File: src/rtl/cpu_axi_bridge_pkg.sv
// cpu_axi_bridge_pkg: shared types and constants for the SRAM-to-AXI bridge.
//   - Bus widths and the stall request width.
//   - Fixed AXI single-beat attributes (id, len, size, burst).
//   - FSM state encoding and a helper that marks the states holding the pipeline.
package cpu_axi_bridge_pkg;

  localparam int unsigned ADDR_W      = 32;
  localparam int unsigned DATA_W      = 32;
  localparam int unsigned STRB_W      = 4;
  localparam int unsigned ID_W        = 4;
  localparam int unsigned LEN_W       = 8;
  localparam int unsigned SIZE_W      = 3;
  localparam int unsigned BURST_W     = 2;
  localparam int unsigned BUS_STALL_W = 1;

  // Single-beat, 4-byte, INCR transfers with ID 0
  localparam logic [ID_W-1:0]    AXI_ID    = ID_W'(0);
  localparam logic [LEN_W-1:0]   AXI_LEN   = LEN_W'(0);
  localparam logic [SIZE_W-1:0]  AXI_SIZE  = SIZE_W'(2);
  localparam logic [BURST_W-1:0] AXI_BURST = BURST_W'(1);

  typedef enum logic [2:0] {
    ST_IDLE = 3'd0,
    ST_D_AR = 3'd1,
    ST_D_R  = 3'd2,
    ST_D_W  = 3'd3,
    ST_D_B  = 3'd4,
    ST_I_AR = 3'd5,
    ST_I_R  = 3'd6,
    ST_DONE = 3'd7
  } state_e;

  // A transaction is in flight in every state except IDLE and DONE
  function automatic logic is_busy(input state_e s);
    return (s != ST_IDLE) && (s != ST_DONE);
  endfunction

endpackage

File: src/rtl/cpu_axi_bridge_if.sv
// cpu_axi_bridge_if: single-beat AXI master subset used by the bridge.
//   master modport: bridge side (drives AR/AW/W valids, R/B readies).
//   slave  modport: interconnect side.
interface cpu_axi_bridge_if;
  import cpu_axi_bridge_pkg::*;

  logic [ID_W-1:0]    arid;
  logic [ADDR_W-1:0]  araddr;
  logic [LEN_W-1:0]   arlen;
  logic [SIZE_W-1:0]  arsize;
  logic [BURST_W-1:0] arburst;
  logic               arvalid;
  logic               arready;

  logic [DATA_W-1:0]  rdata;
  logic               rvalid;
  logic               rready;

  logic [ID_W-1:0]    awid;
  logic [ADDR_W-1:0]  awaddr;
  logic [LEN_W-1:0]   awlen;
  logic [SIZE_W-1:0]  awsize;
  logic [BURST_W-1:0] awburst;
  logic               awvalid;
  logic               awready;

  logic [DATA_W-1:0]  wdata;
  logic [STRB_W-1:0]  wstrb;
  logic               wlast;
  logic               wvalid;
  logic               wready;

  logic               bvalid;
  logic               bready;

  modport master (
    output arid, araddr, arlen, arsize, arburst, arvalid, input arready,
    input  rdata, rvalid, output rready,
    output awid, awaddr, awlen, awsize, awburst, awvalid, input awready,
    output wdata, wstrb, wlast, wvalid, input wready,
    input  bvalid, output bready
  );

  modport slave (
    input  arid, araddr, arlen, arsize, arburst, arvalid, output arready,
    output rdata, rvalid, input rready,
    input  awid, awaddr, awlen, awsize, awburst, awvalid, output awready,
    input  wdata, wstrb, wlast, wvalid, output wready,
    output bvalid, input bready
  );

endinterface

File: src/rtl/cpu_axi_bridge.sv
// cpu_axi_bridge: blocking bridge from the core's SRAM-style fetch/data ports to
// a single-beat AXI master. One transaction outstanding, data before fetch; the
// pipeline is frozen via stallreq_from_bus until the cycle's requests complete.
//   clk, rst            : clock, synchronous active-high reset
//   inst_sram_*         : fetch request and registered fetched word
//   data_sram_*         : load/store request and registered loaded word
//   stallreq_from_bus   : freeze request to CTRL (combinational from IDLE inputs)
//   axi                 : AXI master port
module cpu_axi_bridge
  import cpu_axi_bridge_pkg::*;
(
  input  logic                   clk,
  input  logic                   rst,
  input  logic                   inst_sram_en,
  input  logic [ADDR_W-1:0]      inst_sram_addr,
  output logic [DATA_W-1:0]      inst_sram_rdata,
  input  logic                   data_sram_en,
  input  logic [STRB_W-1:0]      data_sram_wen,
  input  logic [ADDR_W-1:0]      data_sram_addr,
  input  logic [DATA_W-1:0]      data_sram_wdata,
  output logic [DATA_W-1:0]      data_sram_rdata,
  output logic [BUS_STALL_W-1:0] stallreq_from_bus,
  cpu_axi_bridge_if.master       axi
);

  state_e              state_q, state_d;
  logic                i_pend_q, i_pend_d;
  logic                aw_ok_q, aw_ok_d;
  logic                w_ok_q, w_ok_d;
  logic [DATA_W-1:0]   inst_rdata_q, inst_rdata_d;
  logic [DATA_W-1:0]   data_rdata_q, data_rdata_d;

  logic                arvalid_q, rready_q, awvalid_q, wvalid_q, bready_q;
  logic [ADDR_W-1:0]   araddr_q, awaddr_q;
  logic [DATA_W-1:0]   wdata_q;
  logic [STRB_W-1:0]   wstrb_q;

  // Next-state and capture logic
  always_comb begin
    state_d      = state_q;
    i_pend_d     = i_pend_q;
    aw_ok_d      = aw_ok_q;
    w_ok_d       = w_ok_q;
    inst_rdata_d = inst_rdata_q;
    data_rdata_d = data_rdata_q;
    unique case (state_q)
      ST_IDLE: begin
        if (data_sram_en) begin
          state_d  = (data_sram_wen != '0) ? ST_D_W : ST_D_AR;
          i_pend_d = inst_sram_en;
        end else if (inst_sram_en) begin
          state_d  = ST_I_AR;
          i_pend_d = 1'b1;
        end
      end
      ST_D_AR: if (arvalid_q && axi.arready) state_d = ST_D_R;
      ST_D_R: begin
        if (rready_q && axi.rvalid) begin
          data_rdata_d = axi.rdata;
          state_d      = i_pend_q ? ST_I_AR : ST_DONE;
        end
      end
      ST_D_W: begin
        // AW and W may complete in either order or together
        aw_ok_d = aw_ok_q | (awvalid_q & axi.awready);
        w_ok_d  = w_ok_q  | (wvalid_q  & axi.wready);
        if (aw_ok_d && w_ok_d) state_d = ST_D_B;
      end
      ST_D_B: if (bready_q && axi.bvalid) state_d = i_pend_q ? ST_I_AR : ST_DONE;
      ST_I_AR: if (arvalid_q && axi.arready) state_d = ST_I_R;
      ST_I_R: begin
        if (rready_q && axi.rvalid) begin
          inst_rdata_d = axi.rdata;
          state_d      = ST_DONE;
        end
      end
      ST_DONE: begin
        state_d  = ST_IDLE;
        i_pend_d = 1'b0;
        aw_ok_d  = 1'b0;
        w_ok_d   = 1'b0;
      end
      default: state_d = ST_IDLE;
    endcase
  end

  // State, flags and registered AXI outputs (decoded from the next state)
  always_ff @(posedge clk) begin
    if (rst) begin
      state_q      <= ST_IDLE;
      i_pend_q     <= 1'b0;
      aw_ok_q      <= 1'b0;
      w_ok_q       <= 1'b0;
      inst_rdata_q <= '0;
      data_rdata_q <= '0;
      arvalid_q    <= 1'b0;
      rready_q     <= 1'b0;
      awvalid_q    <= 1'b0;
      wvalid_q     <= 1'b0;
      bready_q     <= 1'b0;
      araddr_q     <= '0;
      awaddr_q     <= '0;
      wdata_q      <= '0;
      wstrb_q      <= '0;
    end else begin
      state_q      <= state_d;
      i_pend_q     <= i_pend_d;
      aw_ok_q      <= aw_ok_d;
      w_ok_q       <= w_ok_d;
      inst_rdata_q <= inst_rdata_d;
      data_rdata_q <= data_rdata_d;
      arvalid_q    <= (state_d == ST_D_AR) || (state_d == ST_I_AR);
      rready_q     <= (state_d == ST_D_R)  || (state_d == ST_I_R);
      awvalid_q    <= (state_d == ST_D_W) && !aw_ok_d;
      wvalid_q     <= (state_d == ST_D_W) && !w_ok_d;
      bready_q     <= (state_d == ST_D_B);
      // Addresses follow the live core inputs, which are held while stalled
      if (state_d == ST_D_AR) araddr_q <= data_sram_addr;
      if (state_d == ST_I_AR) araddr_q <= inst_sram_addr;
      if (state_d == ST_D_W) begin
        awaddr_q <= data_sram_addr;
        wdata_q  <= data_sram_wdata;
        wstrb_q  <= data_sram_wen;
      end
    end
  end

  assign stallreq_from_bus = BUS_STALL_W'(((state_q == ST_IDLE) && (inst_sram_en || data_sram_en))
                                          || is_busy(state_q));

  assign inst_sram_rdata = inst_rdata_q;
  assign data_sram_rdata = data_rdata_q;

  assign axi.arid    = AXI_ID;
  assign axi.arlen   = AXI_LEN;
  assign axi.arsize  = AXI_SIZE;
  assign axi.arburst = AXI_BURST;
  assign axi.araddr  = araddr_q;
  assign axi.arvalid = arvalid_q;
  assign axi.rready  = rready_q;
  assign axi.awid    = AXI_ID;
  assign axi.awlen   = AXI_LEN;
  assign axi.awsize  = AXI_SIZE;
  assign axi.awburst = AXI_BURST;
  assign axi.awaddr  = awaddr_q;
  assign axi.awvalid = awvalid_q;
  assign axi.wdata   = wdata_q;
  assign axi.wstrb   = wstrb_q;
  assign axi.wlast   = 1'b1;
  assign axi.wvalid  = wvalid_q;
  assign axi.bready  = bready_q;

endmodule

File: src/flat_wrapper.sv
// flat-port wrapper written by rule: the top's interface ports become plain ports
module cpu_axi_bridge_flat import cpu_axi_bridge_pkg::*;
  (clk, rst, inst_sram_en, inst_sram_addr, inst_sram_rdata, data_sram_en, data_sram_wen, data_sram_addr, data_sram_wdata, data_sram_rdata, stallreq_from_bus, axi_arid, axi_araddr, axi_arlen, axi_arsize, axi_arburst, axi_arvalid, axi_arready, axi_rdata, axi_rvalid, axi_rready, axi_awid, axi_awaddr, axi_awlen, axi_awsize, axi_awburst, axi_awvalid, axi_awready, axi_wdata, axi_wstrb, axi_wlast, axi_wvalid, axi_wready, axi_bvalid, axi_bready);
  cpu_axi_bridge_if axi_i ();
  input  logic clk;
  input  logic rst;
  input  logic inst_sram_en;
  input  logic [ADDR_W-1:0] inst_sram_addr;
  output logic [DATA_W-1:0] inst_sram_rdata;
  input  logic data_sram_en;
  input  logic [STRB_W-1:0] data_sram_wen;
  input  logic [ADDR_W-1:0] data_sram_addr;
  input  logic [DATA_W-1:0] data_sram_wdata;
  output logic [DATA_W-1:0] data_sram_rdata;
  output logic [BUS_STALL_W-1:0] stallreq_from_bus;
  output wire logic [$bits(axi_i.arid)-1:0] axi_arid;
  output wire logic [$bits(axi_i.araddr)-1:0] axi_araddr;
  output wire logic [$bits(axi_i.arlen)-1:0] axi_arlen;
  output wire logic [$bits(axi_i.arsize)-1:0] axi_arsize;
  output wire logic [$bits(axi_i.arburst)-1:0] axi_arburst;
  output wire logic [$bits(axi_i.arvalid)-1:0] axi_arvalid;
  input wire logic [$bits(axi_i.arready)-1:0] axi_arready;
  input wire logic [$bits(axi_i.rdata)-1:0] axi_rdata;
  input wire logic [$bits(axi_i.rvalid)-1:0] axi_rvalid;
  output wire logic [$bits(axi_i.rready)-1:0] axi_rready;
  output wire logic [$bits(axi_i.awid)-1:0] axi_awid;
  output wire logic [$bits(axi_i.awaddr)-1:0] axi_awaddr;
  output wire logic [$bits(axi_i.awlen)-1:0] axi_awlen;
  output wire logic [$bits(axi_i.awsize)-1:0] axi_awsize;
  output wire logic [$bits(axi_i.awburst)-1:0] axi_awburst;
  output wire logic [$bits(axi_i.awvalid)-1:0] axi_awvalid;
  input wire logic [$bits(axi_i.awready)-1:0] axi_awready;
  output wire logic [$bits(axi_i.wdata)-1:0] axi_wdata;
  output wire logic [$bits(axi_i.wstrb)-1:0] axi_wstrb;
  output wire logic [$bits(axi_i.wlast)-1:0] axi_wlast;
  output wire logic [$bits(axi_i.wvalid)-1:0] axi_wvalid;
  input wire logic [$bits(axi_i.wready)-1:0] axi_wready;
  input wire logic [$bits(axi_i.bvalid)-1:0] axi_bvalid;
  output wire logic [$bits(axi_i.bready)-1:0] axi_bready;
  assign axi_arid = axi_i.arid;
  assign axi_araddr = axi_i.araddr;
  assign axi_arlen = axi_i.arlen;
  assign axi_arsize = axi_i.arsize;
  assign axi_arburst = axi_i.arburst;
  assign axi_arvalid = axi_i.arvalid;
  assign axi_i.arready = axi_arready;
  assign axi_i.rdata = axi_rdata;
  assign axi_i.rvalid = axi_rvalid;
  assign axi_rready = axi_i.rready;
  assign axi_awid = axi_i.awid;
  assign axi_awaddr = axi_i.awaddr;
  assign axi_awlen = axi_i.awlen;
  assign axi_awsize = axi_i.awsize;
  assign axi_awburst = axi_i.awburst;
  assign axi_awvalid = axi_i.awvalid;
  assign axi_i.awready = axi_awready;
  assign axi_wdata = axi_i.wdata;
  assign axi_wstrb = axi_i.wstrb;
  assign axi_wlast = axi_i.wlast;
  assign axi_wvalid = axi_i.wvalid;
  assign axi_i.wready = axi_wready;
  assign axi_i.bvalid = axi_bvalid;
  assign axi_bready = axi_i.bready;
  cpu_axi_bridge u_core (.clk(clk), .rst(rst), .inst_sram_en(inst_sram_en), .inst_sram_addr(inst_sram_addr), .inst_sram_rdata(inst_sram_rdata), .data_sram_en(data_sram_en), .data_sram_wen(data_sram_wen), .data_sram_addr(data_sram_addr), .data_sram_wdata(data_sram_wdata), .data_sram_rdata(data_sram_rdata), .stallreq_from_bus(stallreq_from_bus), .axi(axi_i));
endmodule
File: config.mk
export PLATFORM = sky130hd
export DESIGN_NAME = cpu_axi_bridge_flat
export DESIGN_NICKNAME = d
export VERILOG_FILES = /design/src/rtl/cpu_axi_bridge_pkg.sv /design/src/rtl/cpu_axi_bridge_if.sv /design/src/rtl/cpu_axi_bridge.sv /design/src/flat_wrapper.sv
export SDC_FILE = /design/constraint.sdc
export NUM_CORES = 1
export LEC_CHECK = 0
export ABC_AREA = 0
export BUFFER_PORTS_ARGS = -buffer_cell sky130_fd_sc_hd__buf_2
export CAP_MARGIN = 25
export CORE_ASPECT_RATIO = 0.5
export CORE_UTILIZATION = 49
export DETAILED_ROUTE_END_ITERATION = 6
export PLACE_DENSITY = 0.85
export REMOVE_ABC_BUFFERS = 1
export SLEW_MARGIN = 0
export SYNTH_ARGS = -nofsm -noshare
export SYNTH_HDL_FRONTEND = slang
export SYNTH_SLANG_ARGS = --single-unit
File: constraint.sdc
create_clock -name clk -period 2.7 [get_ports clk]
set_input_delay 0.54 -clock clk [delete_from_list [all_inputs] [get_ports clk]]
set_output_delay 0.54 -clock clk [all_outputs]
set_load 0.02 [all_outputs]
Yosys cells after proc, flatten, opt, wreduce, memory -nomap -nowiden
Index checks and enable logic that the tools add are counted.
{ "classes": {"bitwise_logic": 4, "reduce_logical": 22, "n_eq_ne": 15, "mux": 18} }
{ "ops": {"columns": ["operator", "count"], "rows": [
  ["$mux 32", 2],
  ["$mux 3", 8],
  ["$pmux 3 s8", 1],
  ["$eq 3x3->1 const B", 7],
  ["$eq 3x2->1 const B", 4],
  ["$logic_and 1x1->1", 8],
  ["$eq 3x1->1 const B", 2],
  ["$ne 3x3->1 const B", 2],
  ["$pmux 1 s2", 3],
  ["$reduce_and 2->1", 3],
  ["$logic_or 1x1->1", 4],
  ["$mux 2", 2],
  ["$reduce_bool 2->1", 2],
  ["$reduce_bool 4->1", 1],
  ["$logic_not 3->1", 1],
  ["$reduce_bool 3->1", 1],
  ["$and 1x1->1", 2],
  ["$logic_not 1->1", 2],
  ["$mux 1", 2],
  ["$or 1x1->1", 2]
]} }
{ "totals": {"output_inout_bits": 205, "register_bits": 175, "word_cells": 74} }

Longest topological paths before layout
Gate-level depths: netlist of the first run.
{ "logic_depth": {"word_depth": 8, "mapped_depth": 8, "ltp_nobuf": 5} }

Worst setup path before layout of the first run
Ideal clock, no wire load.
{ "synth_timing": {"path_type": "input to register", "startpoint": "in data_sram_wen[3]", "endpoint": "reg u_core.araddr_q[11] (netlist: u_core.axi.araddr[11])", "required_ns": 2.558, "arrival_ns": 1.789, "n_path_buf": 1, "slack_ns": 0.769, "stages": 6, "path_cell_list": "o41ai_1 -> or3_4 -> a21oi_4 -> nor2_2 -> clkbuf_1 -> a311oi_1"} }
{ "synth_between": {"elab_chain_cells": 6} }
{ "synth_rtl": {"columns": ["item", "line_no", "rtl"], "rows": [
  ["from (decl)", "flat_wrapper.sv:11", "input logic [STRB_W-1:0] data_sram_wen;"],
  ["$reduce_bool 4->1 (*)", "cpu_axi_bridge.sv:49", "state_d = (data_sram_wen != '0) ? ST_D_W : ST_D_AR;"],
  ["$mux 2 (*)", "cpu_axi_bridge.sv:49", null],
  ["$mux 3 (*)", "cpu_axi_bridge.sv:48", "if (data_sram_en) begin"],
  ["$pmux 3 s8 (*)", "cpu_axi_bridge.sv:46", "unique case (state_q)"],
  ["$eq 3x3->1 / $eq 3x1->1 (equally long branches)", "cpu_axi_bridge.sv:119, cpu_axi_bridge.sv:118", null],
  ["$mux 32 / $reduce_bool 2->1 (equally long branches)", null, null],
  ["to (signal assigned)", "cpu_axi_bridge.sv:118", "if (state_d == ST_D_AR) araddr_q <= data_sram_addr;"],
  ["to (signal assigned)", "cpu_axi_bridge.sv:119", "if (state_d == ST_I_AR) araddr_q <= inst_sram_addr;"],
  ["to (decl)", "cpu_axi_bridge.sv:34", "logic [ADDR_W-1:0] araddr_q, awaddr_q;"]
]} }
Every way passes the cells marked *; elsewhere a longest branch is shown, timed or not.
A chain may end at the register's enable or synchronous reset.

Worst setup path in the final report of the first run
{ "layout_timing": {"startpoint": "reg u_core.state_q[2]", "endpoint": "out stallreq_from_bus"} }
{ "layout_between": {"elab_chain_cells": 3} }
{ "layout_rtl": {"columns": ["item", "line_no", "rtl"], "rows": [
  ["from (decl)", "cpu_axi_bridge.sv:26", "state_e state_q, state_d;"],
  ["from (signal assigned)", "cpu_axi_bridge.sv:106", "state_q <= state_d;"],
  ["$ne 3x3->1, or another cell as far along", "cpu_axi_bridge_pkg.sv:35", "return (s != ST_IDLE) && (s != ST_DONE);"],
  ["$logic_and 1x1->1 (on tied branches)", "cpu_axi_bridge_pkg.sv:35, cpu_axi_bridge.sv:128", null],
  ["$logic_or 1x1->1 (*)", "cpu_axi_bridge.sv:129", "|| is_busy(state_q));"],
  ["to (decl)", "flat_wrapper.sv:15", "output logic [BUS_STALL_W-1:0] stallreq_from_bus;"]
]} }
Marks and branches as above.

==> impl_metrics.tcl, run 1 <==
set metrics [dict create \
    grt_setup_unrepaired "false" \
    tns_ns 0 \
    synth_compound_area_share_pct 18.35 \
    path_cells "nor2_1 > nor4b_1 > nor2_1 > buf_2" \
    gp_congestion 0.8235 \
    wl_per_cell_um 15.14 \
    yosysSeqAreaShare_pct 50.28 \
    synth.largest_area_cell "dfxtp_1" \
    yosys.area_share.simple_pct 17.85 \
    synth_top_family_by_area "compound AO/OA/AOI/OAI gates" \
    r2r_setup_slack_ns 0.20 \
    max_slew_margin_pct 41.28 \
    start_kind "register" \
    dpl_cell_area_um2 8458 \
    initial_core_util_pct 50.86 \
    synthXorXnorAreaFrac_pct 0 \
    synth_area_um2 6968 \
    r2r_end "u_core.axi.wdata[25]" \
    finalHoldViolCount 0 \
    numCtsBuffers 17 \
    timing.final.max_slew_violations 0 \
    p_leak_nw 4.081 \
    io-pin-count 346 \
    ant_nets 0 \
    drt_iter0_markers 531 \
    grt_pass1_vias 6303 \
    avgSynthCellArea_um2 8.365 \
    grt_pass1_wl_um 30460 \
    finalNonFillerCells 1311 \
    fillers 1190 \
    cpMostUsedCell "nor2_1" \
    fin_worst_skew_ns 0.01296 \
    cts_setup_buffers 0 \
    routed_via_density 5.205 \
    async_flop_share_pct 0 \
    synth-edff-count 0 \
    peakVddDrop_mv 0.5437 \
    muxShareOfSynthArea_pct 4.597 \
    tightest_slew_ns 0.8808 \
    ys.flop_type "dfxtp_1" \
    slowest_delay_ns 0.59 \
    synth.distinct_cells 44 \
    grt.total_usage_pct 25.69 \
    grt_max_degree 84 \
    clk_pin_slew_ns 0.07 \
    maxCapViolCount 0 \
    synthTopCellsByArea "dfxtp_1, nand2_1, a21oi_1" \
    drcViolationCount 0 \
    cts_tree "yes" \
    die_w_um 170.6 \
    synthAdderAreaFrac_pct 0 \
    dp_cells 1278 \
    r2r-start "u_core.state_q[1]" \
    fp.coreArea_um2 13700 \
    cts.sinks 175 \
    cp.arrival_ns 1.99 \
    routed_wl_um 19850 \
    dieArea_um2 14730 \
    syn_inst 833 \
    cp.required_ns 2.16 \
    dr_total_vias 6824 \
    synth.top_cell.area_share_pct 50.28 \
    dr.pass1.iters 7 \
    cts-root-buf "clkbuf_16" \
    syn_to_final_growth_pct 30.60 \
    crit_end "stallreq_from_bus" \
    hp-class "in2reg" \
    status "finished clean" \
    end_kind "output port" \
    clk_path_buf_depth 2 \
    power_w 0.008442 \
    overflow 0 \
    rows 30 \
    critPathKind "reg2out" \
    rr_worst_depth 6 \
    clk_latency_ns 0.41 \
    die_h_um 86.32 \
    period_needed_ns 2.535 \
    dp_hpwl_um 13630 \
    drive_above_1_share_pct 32.62 \
    powerDensity_nw_per_um2 927.7 \
    cts_hold_buffers 0 \
    max_freq_mhz 394.5 \
    port_buffers 310 \
    cp_max_fo 13 \
    final_area_um2 9100 \
    antenna_found_initial 0 \
    holdWs_ns 0.3694 \
    ys_ff_latch 175 \
    nets 1247 \
    crit_path_start "u_core.state_q[2]" \
    synth_warnings 0 \
    setup_viol 0 \
    htreeDepth 4 \
    cp_slowest_cell "nor4b_1" \
    period_share_pct 93.88 \
    n_antenna_cell 0 \
]
[layout make-up]
type | instances | area, um2 | area share [%]
timing repair buffer | 323 | 1714 | 18.84
multi-input combinational | 586 | 2998 | 32.94
tap | 192 | 240.2 | 2.640
clock inverter | 13 | 200.2 | 2.200
sequential | 175 | 3503 | 38.50
inverter | 3 | 11.26 | 0.1237
clock buffer | 19 | 432.9 | 4.757
[layer usage]
layer | global-route usage (%) | share of wire [%]
met4 | 9.582 | 2.2
met1 | 31.31 | 42
met5 | 0 | 0
met3 | 4.475 | 4.6
met2 | 45.83 | 52
[flip-flops by register name, indices dropped and copies added (netlist names)]
| name | flops |
|---|---|
| u_core.axi.wvalid | 1 |
| u_core.axi.rready | 1 |
| u_core.axi.arvalid | 1 |
| u_core.state_q | 3 |
| u_core.inst_sram_rdata | 32 |
| u_core.axi.wstrb | 4 |
| u_core.axi.wdata | 32 |
| u_core.data_sram_rdata | 32 |
| u_core.axi.awaddr | 32 |
| u_core.w_ok_q | 1 |
| u_core.aw_ok_q | 1 |
| u_core.i_pend_q | 1 |
| u_core.axi.awvalid | 1 |
| u_core.axi.araddr | 32 |
| u_core.axi.bready | 1 |
[worst min-delay path by stage]
stage | startpoint | endpoint | slack, ns | cells past startpoint
floorplan | u_core.aw_ok_q | u_core.aw_ok_q | 0.50 | 2
global placement | u_core.data_sram_rdata[31] | u_core.data_sram_rdata[31] | 0.44 | 2
detailed placement | u_core.inst_sram_rdata[8] | u_core.inst_sram_rdata[8] | 0.44 | 2
CTS | data_sram_wdata[20] | u_core.axi.wdata[20] | 0.35 | 3
global route | data_sram_wdata[28] | u_core.axi.wdata[28] | 0.36 | 3
finish | data_sram_wdata[31] | u_core.axi.wdata[31] | 0.37 | 3
[Yosys cell counts, drive strengths merged (3+ instances only)]
library cell    n
dfxtp         175
clkbuf         49
nor4            3
nor2           12
mux2i          32
inv             3
nor3            4
a31oi          36
a311oi         32
buf            54
a21oi         138
nand2         267
[timing repair]
| item | in CTS | in global routing |
|---|---|---|
| endpoints found under the hold margin | 0 | 0 |
| setup endpoints to repair | 0 | 17 |
| gates resized for setup | 0 | 0 |
[power breakdown]
| part | total (W) | internal [W] | switching [W] | leakage (nW) |
|---|---|---|---|---|
| sequential | 0.00319 | 0.00297 | 0.000221 | 1.43 |
| combinational | 0.00261 | 0.000899 | 0.00172 | 2.35 |
| clock | 0.00264 | 0.00158 | 0.00106 | 0.305 |
[per-stage QoR]
stage / utilization (%) / setup slack [ns]
after floorplan: - / -0.5008
after global placement: 61.74 / 0.1926
after detailed placement: 61.74 / 0.05011
after CTS: 66.36 / 0.1863
after global routing: 66.42 / 0.01756
final: 66.42 / 0.1651
[cells by family (layout without fill, tap and decap cells)]
logic type | Yosys count | after routing
and+or+nand+nor | 304 | 304
other | 2 | 35
DFF | 175 | 175
buffers and inverters | 106 | 358
muxes | 32 | 32
AOI/OAI and AO/OA | 214 | 215
[cells in the final DEF (no fill, tap or decap), types with 3 or more instances in the layout]
cell / n
clkbuf_16: 17
buf_12: 5
nor2_2: 3
inv_1: 3
a21oi_1: 137
a31oi_1: 35
inv_6: 4
conb_1: 35
nor3_1: 4
bufinv_16: 4
clkinv_4: 3
nor4_1: 3
nor2_1: 9
a311oi_1: 32
buf_4: 9
dfxtp_1: 175
nand2_1: 266
buf_2: 309
mux2i_1: 32
[critical path: cells and delay by family, from the launching register on]
| kind | cells | cell delay (ns) |
|---|---|---|
| AND/OR/NAND/NOR | 3 | 0.93 |
| flip-flops | 1 | 0.48 |
| buffers and inverters | 1 | 0.19 |
No activity file was read; power rests on OpenSTA's default activity.
==> run 2: changes to the inputs <==
ABC_AREA = 1   (was 0)
CORE_UTILIZATION = 51   (was 49)
PLACE_DENSITY = 0.86   (was 0.85)
==> impl_metrics.tcl, run 2 <==
set metrics [dict create \
    cts_resized 0 \
    drt_iter0_markers 491 \
    routed_wl_um 20930 \
    period_share_pct 80.36 \
    grt_max_degree 91 \
    wl_per_cell_um 13.17 \
    clk_latency_ns 0.42 \
    grt_pass1_wl_um 32660 \
    end_kind "output port" \
    synth_common_cells "nor2_1, nand2_1, dfxtp_1, nand3_1, inv_1" \
    critPathKind "reg2out" \
    synth-edff-count 0 \
    ys_ff_latch 175 \
    period_needed_ns 2.170 \
    clk_path_buf_depth 2 \
    fp.coreArea_um2 13930 \
    tightest_slew_ns 0.5649 \
    die_h_um 87.66 \
    p_leak_nw 5.426 \
    syn_to_final_growth_pct 28.82 \
    hp-class "in2reg" \
    multiInputGateArea_um2 3229 \
    cp_max_fo 5 \
    powerDensity_nw_per_um2 1231 \
    port_buffers 310 \
    final_common_cell "buf_2" \
    dr_total_vias 7831 \
    setup_viol 0 \
    syn_inst 1106 \
    ant_nets 0 \
    routed_via_density 4.928 \
    yosysMostFrequentCell "nor2_1" \
    drcViolationCount 0 \
    grt.total_usage_pct 26.33 \
    synth_area_um2 7485 \
    avgSynthCellArea_um2 6.767 \
    rows 30 \
    cts.sinks 175 \
    die_w_um 173.3 \
    routed.top_layer "met4" \
    overflow 0 \
    seq_area_um2 3503 \
    max_freq_mhz 460.9 \
    tns_ns 0 \
    numCtsBuffers 17 \
    start_kind "register" \
    cp.arrival_ns 1.63 \
    cts_tree "yes" \
    synth.top_cell.area_share_pct 46.81 \
    antenna_found_initial 0 \
    fin_worst_skew_ns 0.01215 \
    timing.final.max_slew_violations 0 \
    htreeDepth 4 \
    max_slew_margin_pct 62.21 \
    dp_hpwl_um 14610 \
    cts_hold_buffers 0 \
    grt_setup_unrepaired "false" \
    finalNonFillerCells 1589 \
    cp.required_ns 2.16 \
    cts_setup_buffers 0 \
    maxCapViolCount 0 \
    met3_length_um 1418 \
    fillers 1193 \
    status "finished clean" \
    cts-root-buf "clkbuf_16" \
    peakVddDrop_mv 0.9521 \
    wl_met1_um 8346 \
    initial_core_util_pct 53.75 \
    n_antenna_cell 0 \
    synthTopCellsByArea "dfxtp_1, nor2_1, nand2_1" \
    grt_pass1_vias 7031 \
    drive_above_1_share_pct 26.84 \
    synth_warnings 0 \
    nets 1525 \
    yosysSeqAreaShare_pct 46.81 \
    gp_congestion 0.8802 \
    dieArea_um2 15190 \
    routed-wl-met2_um 10460 \
    synth.largest_area_cell "dfxtp_1" \
    clk_pin_slew_ns 0.08 \
    ys.flop_type "dfxtp_1" \
    async_flop_share_pct 0 \
    dp_cells 1557 \
    final_cell_mix "buf_2, nor2_1, nand2_1" \
    dr.pass1.iters 4 \
    finalHoldViolCount 0 \
    io-pin-count 346 \
    synth.distinct_cells 23 \
]
## run 2: kinds of logic (layout without fill, tap and decap cells)
| family | after synthesis | count (layout) | synth area share (%) |
|---|---|---|---|
| buf+inv | 190 | 448 | 11.79 |
| compound gates | 71 | 71 | 4.814 |
| other cells | 2 | 35 | 0.1003 |
| flops | 175 | 175 | 46.81 |
| simple gates | 668 | 668 | 36.49 |
## run 2: worst paths after layout
check                                           from                         end  slack (ns)  cells after the start
worst max register to register     u_core.state_q[1]       u_core.axi.araddr[25]        0.55                     10
worst min register to register  u_core.axi.awaddr[9]        u_core.axi.awaddr[9]        0.47                      2
worst max-delay path               u_core.state_q[1]           stallreq_from_bus        0.53                      6
worst min-delay path                   axi_rdata[17]  u_core.inst_sram_rdata[17]        0.35                      3
## run 2: area by class of cell
class / count / share of cell area, %
sequential: 175 / 36.34
multi-input combinational: 774 / 33.49
timing repair buffer: 326 / 17.73
tap: 192 / 2.492
inverter: 90 / 3.530
clock inverter: 15 / 2.011
clock buffer: 17 / 4.412
## run 2: per-stage QoR
stage | hold WS [ns] | setup slack, ns | util [%] | area [um2] | power, W
2_1_floorplan | 0.4657 | -0.8143 | - | 7064 | 0.007454
3_3_place_gp | 0.4551 | 0.5963 | 64.79 | 9022 | 0.009146
3_5_place_dp | 0.4576 | 0.4665 | 64.79 | 9022 | 0.009344
4_1_cts | 0.3431 | 0.5375 | 69.24 | 9642 | 0.01190
5_1_grt | 0.3423 | 0.3438 | 69.24 | 9642 | 0.01270
6_report | 0.3532 | 0.5303 | 69.24 | 9642 | 0.01187
## run 2: metal layers
metal,vias up,track usage [%]
met2,326,47.94
met1,3548,29.97
met4,0,12.87
li1,3901,-
met3,56,5.859
met5,-,0
## run 2: power breakdown
part	switching (W)	internal (W)	total [W]
registers	0.000349	0.00329	0.00364
logic	0.00396	0.00174	0.00570
clock network	0.00119	0.00135	0.00254
total	0.00549	0.00638	0.0119
## run 2: worst max-delay path, cell delays in order (launching register included)
cell	delay [ns]
dfxtp_1	0.35
inv_2	0.10
nand2_1	0.12
nor2_2	0.20
o21ai_1	0.15
o21ai_0	0.10
buf_2	0.19
